### src/rtl/i2c_mem_slave_param.sv
// -----------------------------------------------------------------------------
// i2c_mem_slave_param
//
// Parametrised I2C memory slave. The first byte after START is the device
// address plus R/W. Writes carry a register-pointer byte and then data bytes.
// Reads return bytes starting at the current pointer. The pointer
// auto-increments and wraps at MEM_DEPTH. A repeated START keeps the pointer,
// so the usual "write pointer, restart, read" sequence works.
// SCL/SDA are oversampled on clk, which must run at least 8x the SCL rate.
//
// Parameters:
//   SLAVE_ADDR  7-bit device address
//   MEM_DEPTH   number of 8-bit words (2..256)
//   PTR_W       pointer register width
//
// Ports:
//   clk       system clock
//   rst       asynchronous active-low reset
//   wp        write protect (only when I2C_MEM_WP_EN is defined)
//   scl       bus SCL level
//   sda_in    bus SDA level
//   sda_oe    1 = pull SDA low (open drain, never driven high)
//   busy      high from address match until STOP / NACK / mismatch
//   wr_pulse  one-clk strobe per data byte committed to memory
//   ptr       current memory pointer
//
// Optional feature macro: I2C_MEM_WP_EN
//   Defined:   adds input wp. While wp=1, data bytes are NACKed and are not
//              written, and the pointer still advances.
//   Undefined: no wp port, and all writes are accepted.
// -----------------------------------------------------------------------------
module i2c_mem_slave_param #(
  parameter logic [6:0] SLAVE_ADDR = 7'h1F,
  parameter int         MEM_DEPTH  = 16,
  parameter int         PTR_W      = 8
) (
  input  logic             clk,
  input  logic             rst,
`ifdef I2C_MEM_WP_EN
  input  logic             wp,
`endif
  input  logic             scl,
  input  logic             sda_in,
  output logic             sda_oe,
  output logic             busy,
  output logic             wr_pulse,
  output logic [PTR_W-1:0] ptr
);

  localparam int IDX_W = (MEM_DEPTH > 1) ? $clog2(MEM_DEPTH) : 1;

  typedef enum logic [3:0] {
    IDLE, ADDR, ADDR_ACK, PTR, PTR_ACK, WDATA, WDATA_ACK, RDATA, RDATA_ACK
  } state_t;

  // ---------------------------------------------------------------------------
  // Input synchronisers and edge/condition detection.
  // The synchronisers reset to 1 (idle bus), so leaving reset creates no
  // false edges.
  // ---------------------------------------------------------------------------
  logic [1:0] scl_sync_reg, sda_sync_reg;
  logic       scl_prev_reg, sda_prev_reg;

  always_ff @(posedge clk or negedge rst) begin
    if (!rst) begin
      scl_sync_reg <= 2'b11;
      sda_sync_reg <= 2'b11;
      scl_prev_reg <= 1'b1;
      sda_prev_reg <= 1'b1;
    end else begin
      scl_sync_reg <= {scl_sync_reg[0], scl};
      sda_sync_reg <= {sda_sync_reg[0], sda_in};
      scl_prev_reg <= scl_sync_reg[1];
      sda_prev_reg <= sda_sync_reg[1];
    end
  end

  logic scl_s, sda_s, scl_rise, scl_fall, start_det, stop_det;
  assign scl_s    = scl_sync_reg[1];
  assign sda_s    = sda_sync_reg[1];
  assign scl_rise =  scl_s & ~scl_prev_reg;
  assign scl_fall = ~scl_s &  scl_prev_reg;
  // SCL must be high on both samples, so an SDA change at the same time as
  // an SCL edge is never taken as START or STOP.
  assign start_det = scl_s & scl_prev_reg &  sda_prev_reg & ~sda_s;
  assign stop_det  = scl_s & scl_prev_reg & ~sda_prev_reg &  sda_s;

  // ---------------------------------------------------------------------------
  // Datapath helpers
  // ---------------------------------------------------------------------------
  state_t           state_reg;
  logic [2:0]       bit_cnt_reg;
  logic [6:0]       shift_reg;     // 7 bits: the 8th bit is the live SDA sample
  logic             phase_reg;     // 0: before the ACK-slot fall, 1: after it
  logic             rw_reg;
  logic             ack_val_reg;
  logic             sda_oe_reg;
  logic             busy_reg;
  logic             wr_pulse_reg;
  logic [PTR_W-1:0] ptr_reg;

  logic [7:0]       rx_byte;
  logic [7:0]       rd_byte;
  logic [IDX_W-1:0] ptr_idx;
  logic [PTR_W-1:0] ptr_inc;
  logic             ptr_in_range;
  logic             write_ok;
  logic             mem_we;
  logic [8*MEM_DEPTH-1:0] mem_flat;

  assign rx_byte      = {shift_reg, sda_s};
  assign ptr_idx      = ptr_reg[IDX_W-1:0];
  assign ptr_inc      = (ptr_reg == PTR_W'(MEM_DEPTH - 1)) ? '0 : ptr_reg + PTR_W'(1);
  assign ptr_in_range = ({1'b0, rx_byte} < 9'(MEM_DEPTH));
  assign rd_byte      = mem_flat[{ptr_idx, 3'b000} +: 8];

`ifdef I2C_MEM_WP_EN
  assign write_ok = ~wp;
`else
  assign write_ok = 1'b1;
`endif

  // Commit happens on the 8th rising SCL of a data byte. It is blocked when
  // START or STOP arrives in the same clk, because those take priority.
  assign mem_we = (state_reg == WDATA) && scl_rise && (bit_cnt_reg == 3'd7) &&
                  !start_det && !stop_det && write_ok;

  // ---------------------------------------------------------------------------
  // Memory: one register per word, because every word must clear on reset.
  // ---------------------------------------------------------------------------
  genvar gi;
  generate
    for (gi = 0; gi < MEM_DEPTH; gi++) begin : g_word
      logic [7:0] word_reg;
      always_ff @(posedge clk or negedge rst) begin
        if (!rst)
          word_reg <= 8'h00;
        else if (mem_we && (ptr_idx == IDX_W'(gi)))
          word_reg <= rx_byte;
      end
      assign mem_flat[gi*8 +: 8] = word_reg;
    end
  endgenerate

  // ---------------------------------------------------------------------------
  // Protocol FSM
  // ---------------------------------------------------------------------------
  always_ff @(posedge clk or negedge rst) begin
    if (!rst) begin
      state_reg    <= IDLE;
      bit_cnt_reg  <= '0;
      shift_reg    <= '0;
      phase_reg    <= 1'b0;
      rw_reg       <= 1'b0;
      ack_val_reg  <= 1'b0;
      sda_oe_reg   <= 1'b0;
      busy_reg     <= 1'b0;
      wr_pulse_reg <= 1'b0;
      ptr_reg      <= '0;
    end else begin
      wr_pulse_reg <= 1'b0;
      if (stop_det) begin
        // Any partial byte is dropped. The pointer is kept.
        state_reg   <= IDLE;
        sda_oe_reg  <= 1'b0;
        busy_reg    <= 1'b0;
        bit_cnt_reg <= '0;
        phase_reg   <= 1'b0;
      end else if (start_det) begin
        state_reg   <= ADDR;
        bit_cnt_reg <= '0;
        phase_reg   <= 1'b0;
      end else begin
        case (state_reg)
          IDLE: ;

          ADDR: begin
            if (scl_fall) sda_oe_reg <= 1'b0;
            if (scl_rise) begin
              shift_reg   <= rx_byte[6:0];
              bit_cnt_reg <= bit_cnt_reg + 3'd1;
              if (bit_cnt_reg == 3'd7) begin
                if (rx_byte[7:1] == SLAVE_ADDR) begin
                  state_reg <= ADDR_ACK;
                  rw_reg    <= rx_byte[0];
                  busy_reg  <= 1'b1;
                  phase_reg <= 1'b0;
                end else begin
                  state_reg <= IDLE;
                  busy_reg  <= 1'b0;
                end
              end
            end
          end

          ADDR_ACK: if (scl_fall) begin
            if (!phase_reg) begin
              sda_oe_reg <= 1'b1;
              phase_reg  <= 1'b1;
            end else begin
              phase_reg   <= 1'b0;
              bit_cnt_reg <= '0;
              if (rw_reg) begin
                // Load the first read byte and drive its MSB on this fall.
                state_reg  <= RDATA;
                shift_reg  <= rd_byte[6:0];
                sda_oe_reg <= ~rd_byte[7];
              end else begin
                state_reg  <= PTR;
                sda_oe_reg <= 1'b0;
              end
            end
          end

          PTR: if (scl_rise) begin
            shift_reg   <= rx_byte[6:0];
            bit_cnt_reg <= bit_cnt_reg + 3'd1;
            if (bit_cnt_reg == 3'd7) begin
              if (ptr_in_range) begin
                ptr_reg     <= PTR_W'(rx_byte);
                ack_val_reg <= 1'b1;
                phase_reg   <= 1'b0;
                state_reg   <= PTR_ACK;
              end else begin
                state_reg <= IDLE;      // SDA stays released, which is a NACK
                busy_reg  <= 1'b0;
              end
            end
          end

          PTR_ACK, WDATA_ACK: if (scl_fall) begin
            if (!phase_reg) begin
              sda_oe_reg <= ack_val_reg;
              phase_reg  <= 1'b1;
            end else begin
              sda_oe_reg  <= 1'b0;
              phase_reg   <= 1'b0;
              bit_cnt_reg <= '0;
              state_reg   <= WDATA;
            end
          end

          WDATA: if (scl_rise) begin
            shift_reg   <= rx_byte[6:0];
            bit_cnt_reg <= bit_cnt_reg + 3'd1;
            if (bit_cnt_reg == 3'd7) begin
              wr_pulse_reg <= write_ok;
              ptr_reg      <= ptr_inc;
              ack_val_reg  <= write_ok;
              phase_reg    <= 1'b0;
              state_reg    <= WDATA_ACK;
            end
          end

          RDATA: begin
            if (scl_rise) begin
              bit_cnt_reg <= bit_cnt_reg + 3'd1;
              if (bit_cnt_reg == 3'd7) begin
                ptr_reg   <= ptr_inc;
                phase_reg <= 1'b0;
                state_reg <= RDATA_ACK;
              end
            end else if (scl_fall) begin
              sda_oe_reg <= ~shift_reg[6];
              shift_reg  <= {shift_reg[5:0], 1'b0};
            end
          end

          RDATA_ACK: begin
            if (scl_fall) begin
              if (!phase_reg) begin
                sda_oe_reg <= 1'b0;     // let the master drive the ACK slot
                phase_reg  <= 1'b1;
              end else begin
                // The master ACKed, so serve the byte at the advanced pointer.
                phase_reg   <= 1'b0;
                bit_cnt_reg <= '0;
                shift_reg   <= rd_byte[6:0];
                sda_oe_reg  <= ~rd_byte[7];
                state_reg   <= RDATA;
              end
            end else if (scl_rise && sda_s) begin
              state_reg <= IDLE;        // master NACK ends the read
              busy_reg  <= 1'b0;
              phase_reg <= 1'b0;
            end
          end

          default: state_reg <= IDLE;
        endcase
      end
    end
  end

  assign sda_oe   = sda_oe_reg;
  assign busy     = busy_reg;
  assign wr_pulse = wr_pulse_reg;
  assign ptr      = ptr_reg;

endmodule

### config.mk
export PLATFORM = sky130hd
export DESIGN_NAME = i2c_mem_slave_param
export DESIGN_NICKNAME = d
export VERILOG_FILES = /design/src/rtl/i2c_mem_slave_param.sv
export SDC_FILE = /design/constraint.sdc
export NUM_CORES = 1
export LEC_CHECK = 0
export CAP_MARGIN = 15
export CORE_ASPECT_RATIO = 0.8
export CORE_MARGIN = 4
export CORE_UTILIZATION = 62
export CTS_CLUSTER_DIAMETER = 200
export DETAILED_ROUTE_END_ITERATION = 8
export GPL_TIMING_DRIVEN = 0
export PLACE_DENSITY = 0.79
export SLEW_MARGIN = 20
export SYNTH_ARGS = -nofsm -noshare
export SYNTH_HDL_FRONTEND = slang
export SYNTH_SLANG_ARGS = --single-unit
### constraint.sdc
create_clock -name clk -period 2.4 [get_ports clk]
set_input_delay 0.36 -clock clk [delete_from_list [all_inputs] [get_ports clk]]
set_output_delay 0.36 -clock clk [all_outputs]
set_load 0.01 [all_outputs]
After elaboration in Yosys (flattened, before gate mapping) --
Index checks and enable logic that the tools add are counted.
Word-level totals: input bits 4, word-level logic and storage cells 266, output and inout bits 11, register bits 162
Operators by class: mux-type cells 92, bitwise gates (word level) 15, add/sub/neg operators 2, reduce and logical (&&, ||, !) cells 47, equality and inequality tests 78, $lt $le $gt $ge 1, shifts and indexed selects 1
Operators by type and width (count):
- 128-bit by 8-bit indexed part select with 8-bit output | 1
- 4-bit two-way mux | 17
- 7-bit two-way mux | 8
- 4-bit inequality test (second input constant) | 13
- 8-bit two-way mux | 6
- 1-bit two-way mux | 45
- 3-bit inequality test (second input constant) | 14
- 4-bit equality test (second input constant) | 9
- 4-bit by 3-bit equality test with 1-bit output (second input constant) | 8
- 4-bit one-hot mux with 8 select lines | 1
- 7-bit one-hot mux with 4 select lines | 1
- 4-bit by 1-bit inequality test with 1-bit output (second input constant) | 6
- 8-bit AND reduction | 3
- 2-bit inequality test (second input constant) | 11
- 11-bit AND reduction | 2
- 1-bit logical AND | 21
- 3-bit two-way mux | 7
- 4-bit by 2-bit equality test with 1-bit output (second input constant) | 4
- 8-bit one-hot mux with 2 select lines | 1
- 15-bit AND reduction | 1
- 4-bit nonzero test | 3
- 2-bit by 1-bit inequality test with 1-bit output (second input constant) | 5
- 5-bit inequality test (second input constant) | 2
- 1-bit one-hot mux with 5 select lines | 2
- other kinds (25) | 45

Depth between registers and ports, before layout --
Gate-level depths: netlist of run 1.
word-level depth 8, depth in mapped cells 8, gate-level depth less buffers 7

Least setup slack after synthesis of run 1 --
OpenSTA, ideal clock, no wires.
path type reg-to-reg, start reg ptr_reg[0], in the netlist ptr[0], end reg shift_reg[5], period minus slack after synthesis 2145 ps, setup time 125 ps, path slack 255 ps, arrival 2020 ps, cell stages (with the launch flop) 7, buffers on the path 2, required time 2275 ps, cell sequence dfrtp_1 -> buf_2 -> buf_2 -> mux2_2 -> a221oi_1 -> a31oi_1 -> mux2_2
Between the ends: word-level cells in the longest chain between the ends 5, elaborated cells on any way between the ends 7, classes of those cells shift: 1; mux: 6
RTL lines:
- start: declaration | RTL line 100 | logic [PTR_W-1:0] ptr_reg;
- start signal: assignment | RTL line 220 | ptr_reg <= PTR_W'(rx_byte);
- start signal: assignment | RTL line 248 | ptr_reg <= ptr_inc;
- start signal: assignment | RTL line 259 | ptr_reg <= ptr_inc;
- 128-bit by 8-bit indexed part select with 8-bit output (*) | RTL line 115 | assign rd_byte = mem_flat[{ptr_idx, 3'b000} +: 8];
- 7-bit two-way mux | RTL line 203 | if (rw_reg) begin
- 7-bit two-way mux | RTL line 197 | if (!phase_reg) begin
- 7-bit two-way mux | RTL line 196 | ADDR_ACK: if (scl_fall) begin
- 7-bit one-hot mux with 4 select lines (*) | RTL line 174 | case (state_reg)
- end signal: assignment | RTL line 180 | shift_reg <= rx_byte[6:0];
- end signal: assignment | RTL line 206 | shift_reg <= rd_byte[6:0];
- end signal: assignment | RTL line 216 | shift_reg <= rx_byte[6:0];
- end: declaration | RTL line 93 | logic [6:0] shift_reg;
Every way passes the cells marked *; elsewhere a longest branch is shown, timed or not. The select of a mux whose other input is x is not followed. A chain may end at the register's enable or synchronous reset.

Final worst setup path of run 1 --
start reg bit_cnt_reg[0], end reg state_reg[1]
Between the ends: word-level cells in the longest chain between the ends 3, elaborated cells on any way between the ends 6, classes of those cells eq/ne: 5; reduce/logical: 1
RTL lines:
- start: declaration | RTL line 92 | logic [2:0] bit_cnt_reg;
- start signal: assignment | RTL line 181 | bit_cnt_reg <= bit_cnt_reg + 3'd1;
- start signal: assignment | RTL line 217 | bit_cnt_reg <= bit_cnt_reg + 3'd1;
- start signal: assignment | RTL line 245 | bit_cnt_reg <= bit_cnt_reg + 3'd1;
- 3-bit equality test (*)
- 4-bit inequality test (no line) or 4-bit by 3-bit inequality test with 1-bit output (tied branches)
- 15-bit AND reduction (no line) (*)
- end signal: assignment | RTL line 184 | state_reg <= ADDR_ACK;
- end signal: assignment | RTL line 223 | state_reg <= PTR_ACK;
- end signal: assignment | RTL line 261 | state_reg <= RDATA_ACK;
- end: declaration | RTL line 91 | state_t state_reg;
Every way passes the cells marked *; elsewhere a longest branch is shown, timed or not.

==> results of run 1 <==
[cells in the mapped netlist (8+ instances only)]
| master | number |
|---|---|
| dfrtp_1 | 156 |
| mux2_2 | 150 |
| nor2_1 | 29 |
| mux4_2 | 25 |
| nand2_1 | 23 |
| clkbuf_1 | 20 |
| o21ai_0 | 15 |
| a21oi_1 | 14 |
| nand3_1 | 12 |
| buf_1 | 11 |
| nor2_2 | 11 |
| a31oi_1 | 10 |
| nor2b_1 | 9 |
| a221oi_1 | 8 |
| a22oi_1 | 8 |
| buf_2 | 8 |
[kinds of logic after synthesis]
group / after synthesis / share of synthesized area
AOI/OAI and AO/OA: 84 / 0.0751
xor gates and xnor gates: 3 / 0.00326
adders and majority gates: 6 / 0.00931
buffers and inverters: 50 / 0.0270
DFF: 162 / 0.504
muxes: 184 / 0.292
and+or+nand+nor: 128 / 0.0895
[worst register-to-register path, delay by kind of cell (launching register included)]
| kind | cells | cell delay (ns) |
|---|---|---|
| DFF | 1 | 0.40 |
| muxes | 1 | 0.35 |
| AOI/OAI and AO/OA | 2 | 0.37 |
| adders and majority gates | 2 | 0.41 |
| and+or+nand+nor | 2 | 0.77 |
[worst min path at each step]
stage | from | endpoint | cells past startpoint
detailed placement | rst | ptr[6]$_DFFE_PN0P_ | 1
CTS | sda_in | sda_sync_reg[0]$_DFF_PN1_ | 1
finish | sda_in | sda_sync_reg[0]$_DFF_PN1_ | 1
global placement | sda_sync_reg[0]$_DFF_PN1_ | sda_sync_reg[1]$_DFF_PN1_ | 0
floorplan | rst | ack_val_reg$_DFFE_PN0P_ | 0
global route | sda_in | sda_sync_reg[0]$_DFF_PN1_ | 1
[routing by layer]
metal	track usage	up-vias	part of all wire
met5	0	-	0
met4	0.105	0	0.024
met3	0.0880	53	0.10
met2	0.476	355	0.46
met1	0.455	2963	0.42
li1	-	2391	-
[through the flow]
stage / cells / power [uW] / area [um^2] / worst slack [ns]
2_1_floorplan: 617 / 3220 / 8070 / 0.255
3_3_place_gp: 802 / 3490 / 8420 / -5.26
3_5_place_dp: 803 / 3520 / 8450 / -0.361
4_1_cts: 847 / 6260 / 9350 / -0.0558
5_1_grt: 850 / 6500 / 9480 / -0.0797
6_report: 850 / 6310 / 9480 / -0.00823
[area by class of cell]
class,count,area share
plain buffers,41,0.0223
clock buffers,19,0.0478
clock inverters,13,0.0157
inverters,7,0.00277
multi-input cells,405,0.414
flip-flops and latches,162,0.428
well taps,171,0.0226
repair buffers,32,0.0464
[what timing repair did]
action	CTS	global route
buffers inserted	12	4
hold endpoints to repair	62	0
gates resized for setup	23	23
hold buffers	1	0
gates cloned	0	0
pin swaps	6	6
setup endpoints to repair	135	121
[where the power goes]
part	switching, uW	total (uW)	internal [uW]
combinational	535	726	191
sequential	42.7	2830	2790
clock	1150	2760	1610
==> flow_metrics.env, run 1 <==
export IMPL_status="finished with violations"
export IMPL_violations="negative setup slack"
export IMPL_hpwl_um=13800
export IMPL_worst_r2r_setup_slack_ns=-0.008
export IMPL_ioPinCount=15
export IMPL_cts_clk_slew_worst_paths_ns=0.07
export IMPL_yosys_area_top_type="dfrtp_1"
export IMPL_fin_hold_ws_ns=0.328
export IMPL_async_flop_share=1.00
export IMPL_avgSynthCellArea_um2=13.1
export IMPL_synth_cells=617
export IMPL_ys_seq_elements=162
export IMPL_regArea_um2=4060
export IMPL_die_area_um2=14900
export IMPL_synth_warning_count=0
export IMPL_vias=5762
export IMPL_cts_buffers=17
export IMPL_max_stage_delay_ns=0.51
export IMPL_fp_dieH_um=110
export IMPL_fin_crit_sh=1.00
export IMPL_critPathMaxFanout=5
export IMPL_maxCapViolations=0
export IMPL_io_buffer_count=14
export IMPL_initial_utilization=0.649
export IMPL_setup_violations_final=2
export IMPL_nFillCells=782
export IMPL_arrival_ns=2.73
export IMPL_path_common_cell="ha_1"
export IMPL_ys_flop_type="dfrtp_1"
export IMPL_crit_chain="ha_1 > ha_1 > and3b_2 > nor4_1 > o22ai_2 > o311ai_4 > mux2_4"
export IMPL_p_leak_uw=0.00429
export IMPL_drtIter0Drc=593
export IMPL_crit_path_top_delay_cell="nor4_1"
export IMPL_fin_tns_setup_ns=-0.0164
export IMPL_synthesis_nets=627
export IMPL_grt_usage=0.317
export IMPL_crit_cells=7
export IMPL_cts_tree="yes"
export IMPL_clk_latency_ns=0.43
export IMPL_start_kind="register"
export IMPL_drt_wl_total_um=22400
export IMPL_final_common_cell="dfrtp_1"
export IMPL_reg2regPathDepth=7
export IMPL_drcViolationCount=0
export IMPL_r2r_start="bit_cnt_reg[0]$_DFFE_PN0P_"
export IMPL_worst_path_buf_inv=0
export IMPL_synth_area_um2=8070
export IMPL_cts_num_sinks=162
export IMPL_synth_top_cells_by_area="dfrtp_1 48%, mux2_2 21%, mux4_2 7.0%"
export IMPL_syn2layout_area_growth_pct=17.6
export IMPL_ys_types=65
export IMPL_fin_crit_ns=2.41
export IMPL_crit_start="bit_cnt_reg[0]$_DFFE_PN0P_"
export IMPL_die_x_um=136
export IMPL_cts_root_buf="clkbuf_16"
export IMPL_crit_required_ns=2.72
export IMPL_core_area_um2=12400
export IMPL_mostFrequentLayoutCells="155 x dfrtp_1, 150 x mux2_2, 28 x nor2_1, 25 x mux4_2, 20 x nand2_1"
export IMPL_dr_pass1_iters=8
export IMPL_grt_max_degree=95
export IMPL_tightest_slew_ns=0.769
export IMPL_antenna_cells=0
export IMPL_grt_overflow_total=0
export IMPL_hold_path_class="primary input to register"
export IMPL_cts_max_path_buffers=2
export IMPL_endpoint="state_reg[1]$_DFFE_PN0P_"
export IMPL_multiInputGateArea_um2=3930
export IMPL_cp_top_family="simple AND/OR/NAND/NOR gates"
export IMPL_hold_violations=0
export IMPL_relSlewSlack=0.488
export IMPL_seq_area_frac_synth=0.504
export IMPL_row_count=36
export IMPL_wire_per_inst_um=26.4
export IMPL_antenna_found_initial=0
export IMPL_r2r_end="state_reg[1]$_DFFE_PN0P_"
export IMPL_largest_reg_flops=128
export IMPL_worstSetupPathType="register to register"
export IMPL_nNetsFinal=676
export IMPL_worst_slack_ns=-0.00823
export IMPL_vias_per_cell=6.78
export IMPL_synth_enable_flop_cells=0
export IMPL_synth_top_cell_area_share=0.484
export IMPL_grt_pass1_wl_um=34700
export IMPL_finish_utilization=0.763
export IMPL_ir_drop_v=0.000559
export IMPL_antenna_left=0
export IMPL_grt_pass1_vias=5865
export IMPL_skew_ns=0.00735
export IMPL_layout_drive_gt1_share=0.430
export IMPL_max_freq_mhz=415
export IMPL_gp_congestion=0.957
export IMPL_powerDensity_nw_per_um2=666
export IMPL_crit_path_end_kind="register"
export IMPL_htree_levels=4
export IMPL_slew_violations=0
Note: power is estimated with default switching activity, not from simulation.
==> run 2: changes to the inputs <==
--- a/config.mk
+++ b/config.mk
@@ -8,11 +8,12 @@
 export CAP_MARGIN = 15
 export CORE_ASPECT_RATIO = 0.8
 export CORE_MARGIN = 4
-export CORE_UTILIZATION = 62
+export CORE_UTILIZATION = 64
 export CTS_CLUSTER_DIAMETER = 200
 export DETAILED_ROUTE_END_ITERATION = 8
+export DONT_BUFFER_PORTS = 1
 export GPL_TIMING_DRIVEN = 0
-export PLACE_DENSITY = 0.79
+export PLACE_DENSITY = 0.8
 export SLEW_MARGIN = 20
 export SYNTH_ARGS = -nofsm -noshare
 export SYNTH_HDL_FRONTEND = slang
==> run 2 against run 1 <==
Against the previous run:
- clock power barely moved
- global-route usage fell by 1.8 points
- the run ends with negative hold slack left
- die area fell by 2.9%
- hold slack got worse by 0.71 ns
- largest power group unchanged
- highest routed layer unchanged
==> flow_metrics.env, run 2 (synthesis results as in run 1) <==
export IMPL_setup_violations_final=0
export IMPL_worst_r2r_setup_slack_ns=0.05
export IMPL_ir_drop_v=0.000685
export IMPL_relSlewSlack=0.411
export IMPL_cts_root_buf="clkbuf_16"
export IMPL_worst_path_buf_inv=2
export IMPL_gp_congestion=0.945
export IMPL_hold_violations=162
export IMPL_nNetsFinal=659
export IMPL_max_stage_delay_ns=0.52
export IMPL_start_kind="register"
export IMPL_power_uw=6240
export IMPL_io_buffer_count=0
export IMPL_grt_max_degree=163
export IMPL_max_freq_mhz=425
export IMPL_drt_wl_total_um=20400
export IMPL_grt_pass1_vias=5632
export IMPL_ioPinCount=15
export IMPL_finish_utilization=0.755
export IMPL_crit_start="ptr[0]$_DFFE_PN0P_"
export IMPL_final_common_cell="dfrtp_1"
export IMPL_die_area_um2=14500
export IMPL_cts_hold_buf=2
export IMPL_core_area_um2=12300
export IMPL_crit_path_top_delay_cell="dfrtp_2"
export IMPL_vias_per_cell=6.65
export IMPL_path_common_cell="mux2_2"
export IMPL_syn2layout_area_growth_pct=14.6
export IMPL_hold_path_class="primary input to asynchronous set/reset pin"
export IMPL_fin_crit_ns=2.35
export IMPL_layout_drive_gt1_share=0.434
export IMPL_cts_clk_slew_worst_paths_ns=0.06
export IMPL_grt_pass1_wl_um=32000
export IMPL_maxCapViolations=0
export IMPL_row_count=36
export IMPL_fp_dieH_um=108
export IMPL_dr_pass1_iters=5
export IMPL_grt_usage=0.299
export IMPL_crit_path_end_kind="register"
export IMPL_cts_buffers=17
export IMPL_fin_hold_ws_ns=-0.384
export IMPL_p_leak_uw=0.00419
export IMPL_arrival_ns=2.68
export IMPL_cp_top_family="multiplexers"
export IMPL_worstSetupPathType="register to register"
export IMPL_largest_reg_flops=128
export IMPL_antenna_found_initial=0
export IMPL_critPathMaxFanout=10
export IMPL_mostFrequentLayoutCells="155 x dfrtp_1, 150 x mux2_2, 28 x nor2_1, 25 x mux4_2, 20 x nand2_1"
export IMPL_stdcell_area_um2=9250
export IMPL_fin_crit_sh=0.980
export IMPL_fin_tns_setup_ns=0
export IMPL_cts_tree="yes"
export IMPL_cts_max_path_buffers=2
export IMPL_drtIter0Drc=537
export IMPL_die_x_um=134
export IMPL_initial_utilization=0.658
export IMPL_grt_overflow_total=0
export IMPL_crit_chain="buf_6 > buf_4 > mux2_2 > a221oi_1 > a31oi_1 > mux2_2"
export IMPL_status="finished with violations"
export IMPL_vias=5546
export IMPL_tightest_slew_ns=0.882
export IMPL_nFillCells=794
export IMPL_placed_cells=788
export IMPL_skew_ns=0.00809
export IMPL_crit_required_ns=2.72
export IMPL_stdcell_count=834
export IMPL_r2r_start="ptr[0]$_DFFE_PN0P_"
export IMPL_powerDensity_nw_per_um2=675
export IMPL_slew_violations=0
export IMPL_dpl_cell_area_um2=8280
export IMPL_antenna_left=0
export IMPL_cts_num_sinks=162
export IMPL_htree_levels=4
export IMPL_hpwl_um=13500
export IMPL_clk_latency_ns=0.44
export IMPL_violations="negative hold slack"
export IMPL_drcViolationCount=0
export IMPL_wire_per_inst_um=24.5
-- run 2: cell types whose count changed in the layout (fill, tap and decap cells not counted), sizes merged --
cell	before	now
inv	12	10
clkinv	4	5
clkdlybuf4s50	13	0
dlygate4sd3	1	2
bufinv	2	3
buf	36	30
diode	0	1
clkbuf	42	43
-- run 2: worst paths after layout --
path / endpoint / cells after the start
setup / recovery: shift_reg[4]$_DFFE_PN0P_ / 6
hold / removal: wr_pulse$_DFF_PN0_ / 0
setup reg to reg: shift_reg[4]$_DFFE_PN0P_ / 6
hold reg to reg: sda_sync_reg[1]$_DFF_PN1_ / 0
max in group asynchronous: sda_sync_reg[1]$_DFF_PN1_ / 0
min in group clk: sda_sync_reg[1]$_DFF_PN1_ / 0
-- run 2: final cells by class --
class / instances / area (um^2) / area share
tap: 171 / 214 / 0.0231
clock buffer: 19 / 433 / 0.0468
buffer: 41 / 210 / 0.0227
antenna: 1 / 2.50 / 0.000271
inverter: 7 / 26.3 / 0.00284
timing repair buffer: 15 / 200 / 0.0217
multi-input combinational: 405 / 3940 / 0.426
clock inverter: 13 / 160 / 0.0173
sequential: 162 / 4060 / 0.439
-- run 2: power by group --
part,switching (uW),total [uW],internal [uW]
sequential,47.8,2830,2790
clock,1120,2750,1640
combinational,463,651,188
total,1630,6240,4610
-- run 2: timing repair --
action / in CTS / in global routing
pin swaps: 5 / 6
setup endpoints to repair: 130 / 146
endpoints found under the hold margin: 164 / 162
cloned: 0 / 0
gates resized for setup: 23 / 28
buffers inserted: 6 / 7
-- run 2: worst register-to-register path: stages, from the launching register on --
cell      delay [ns]
dfrtp_2         0.52
buf_6           0.25
buf_4           0.26
mux2_2          0.35
a221oi_1        0.39
a31oi_1         0.18
mux2_2          0.29
-- run 2: per-stage QoR --
| step | worst slack, ns | hold WS, ns |
|---|---|---|
| floorplan | 0.255 | 0.0644 |
| global placement | -0.425 | 0.0681 |
| detailed placement | -0.435 | 0.0679 |
| CTS | -0.0317 | -0.396 |
| global route | -0.0219 | -0.400 |
| finish | 0.0477 | -0.384 |
-- run 2: per-layer routing --
| layer | wire [um] | share of wire | global-route usage |
|---|---|---|---|
| met1 | 8890 | 0.43 | 0.434 |
| met2 | 9140 | 0.45 | 0.426 |
| met3 | 1780 | 0.087 | 0.0870 |
| met4 | 633 | 0.031 | 0.123 |
| met5 | 0 | 0 | 0.0104 |
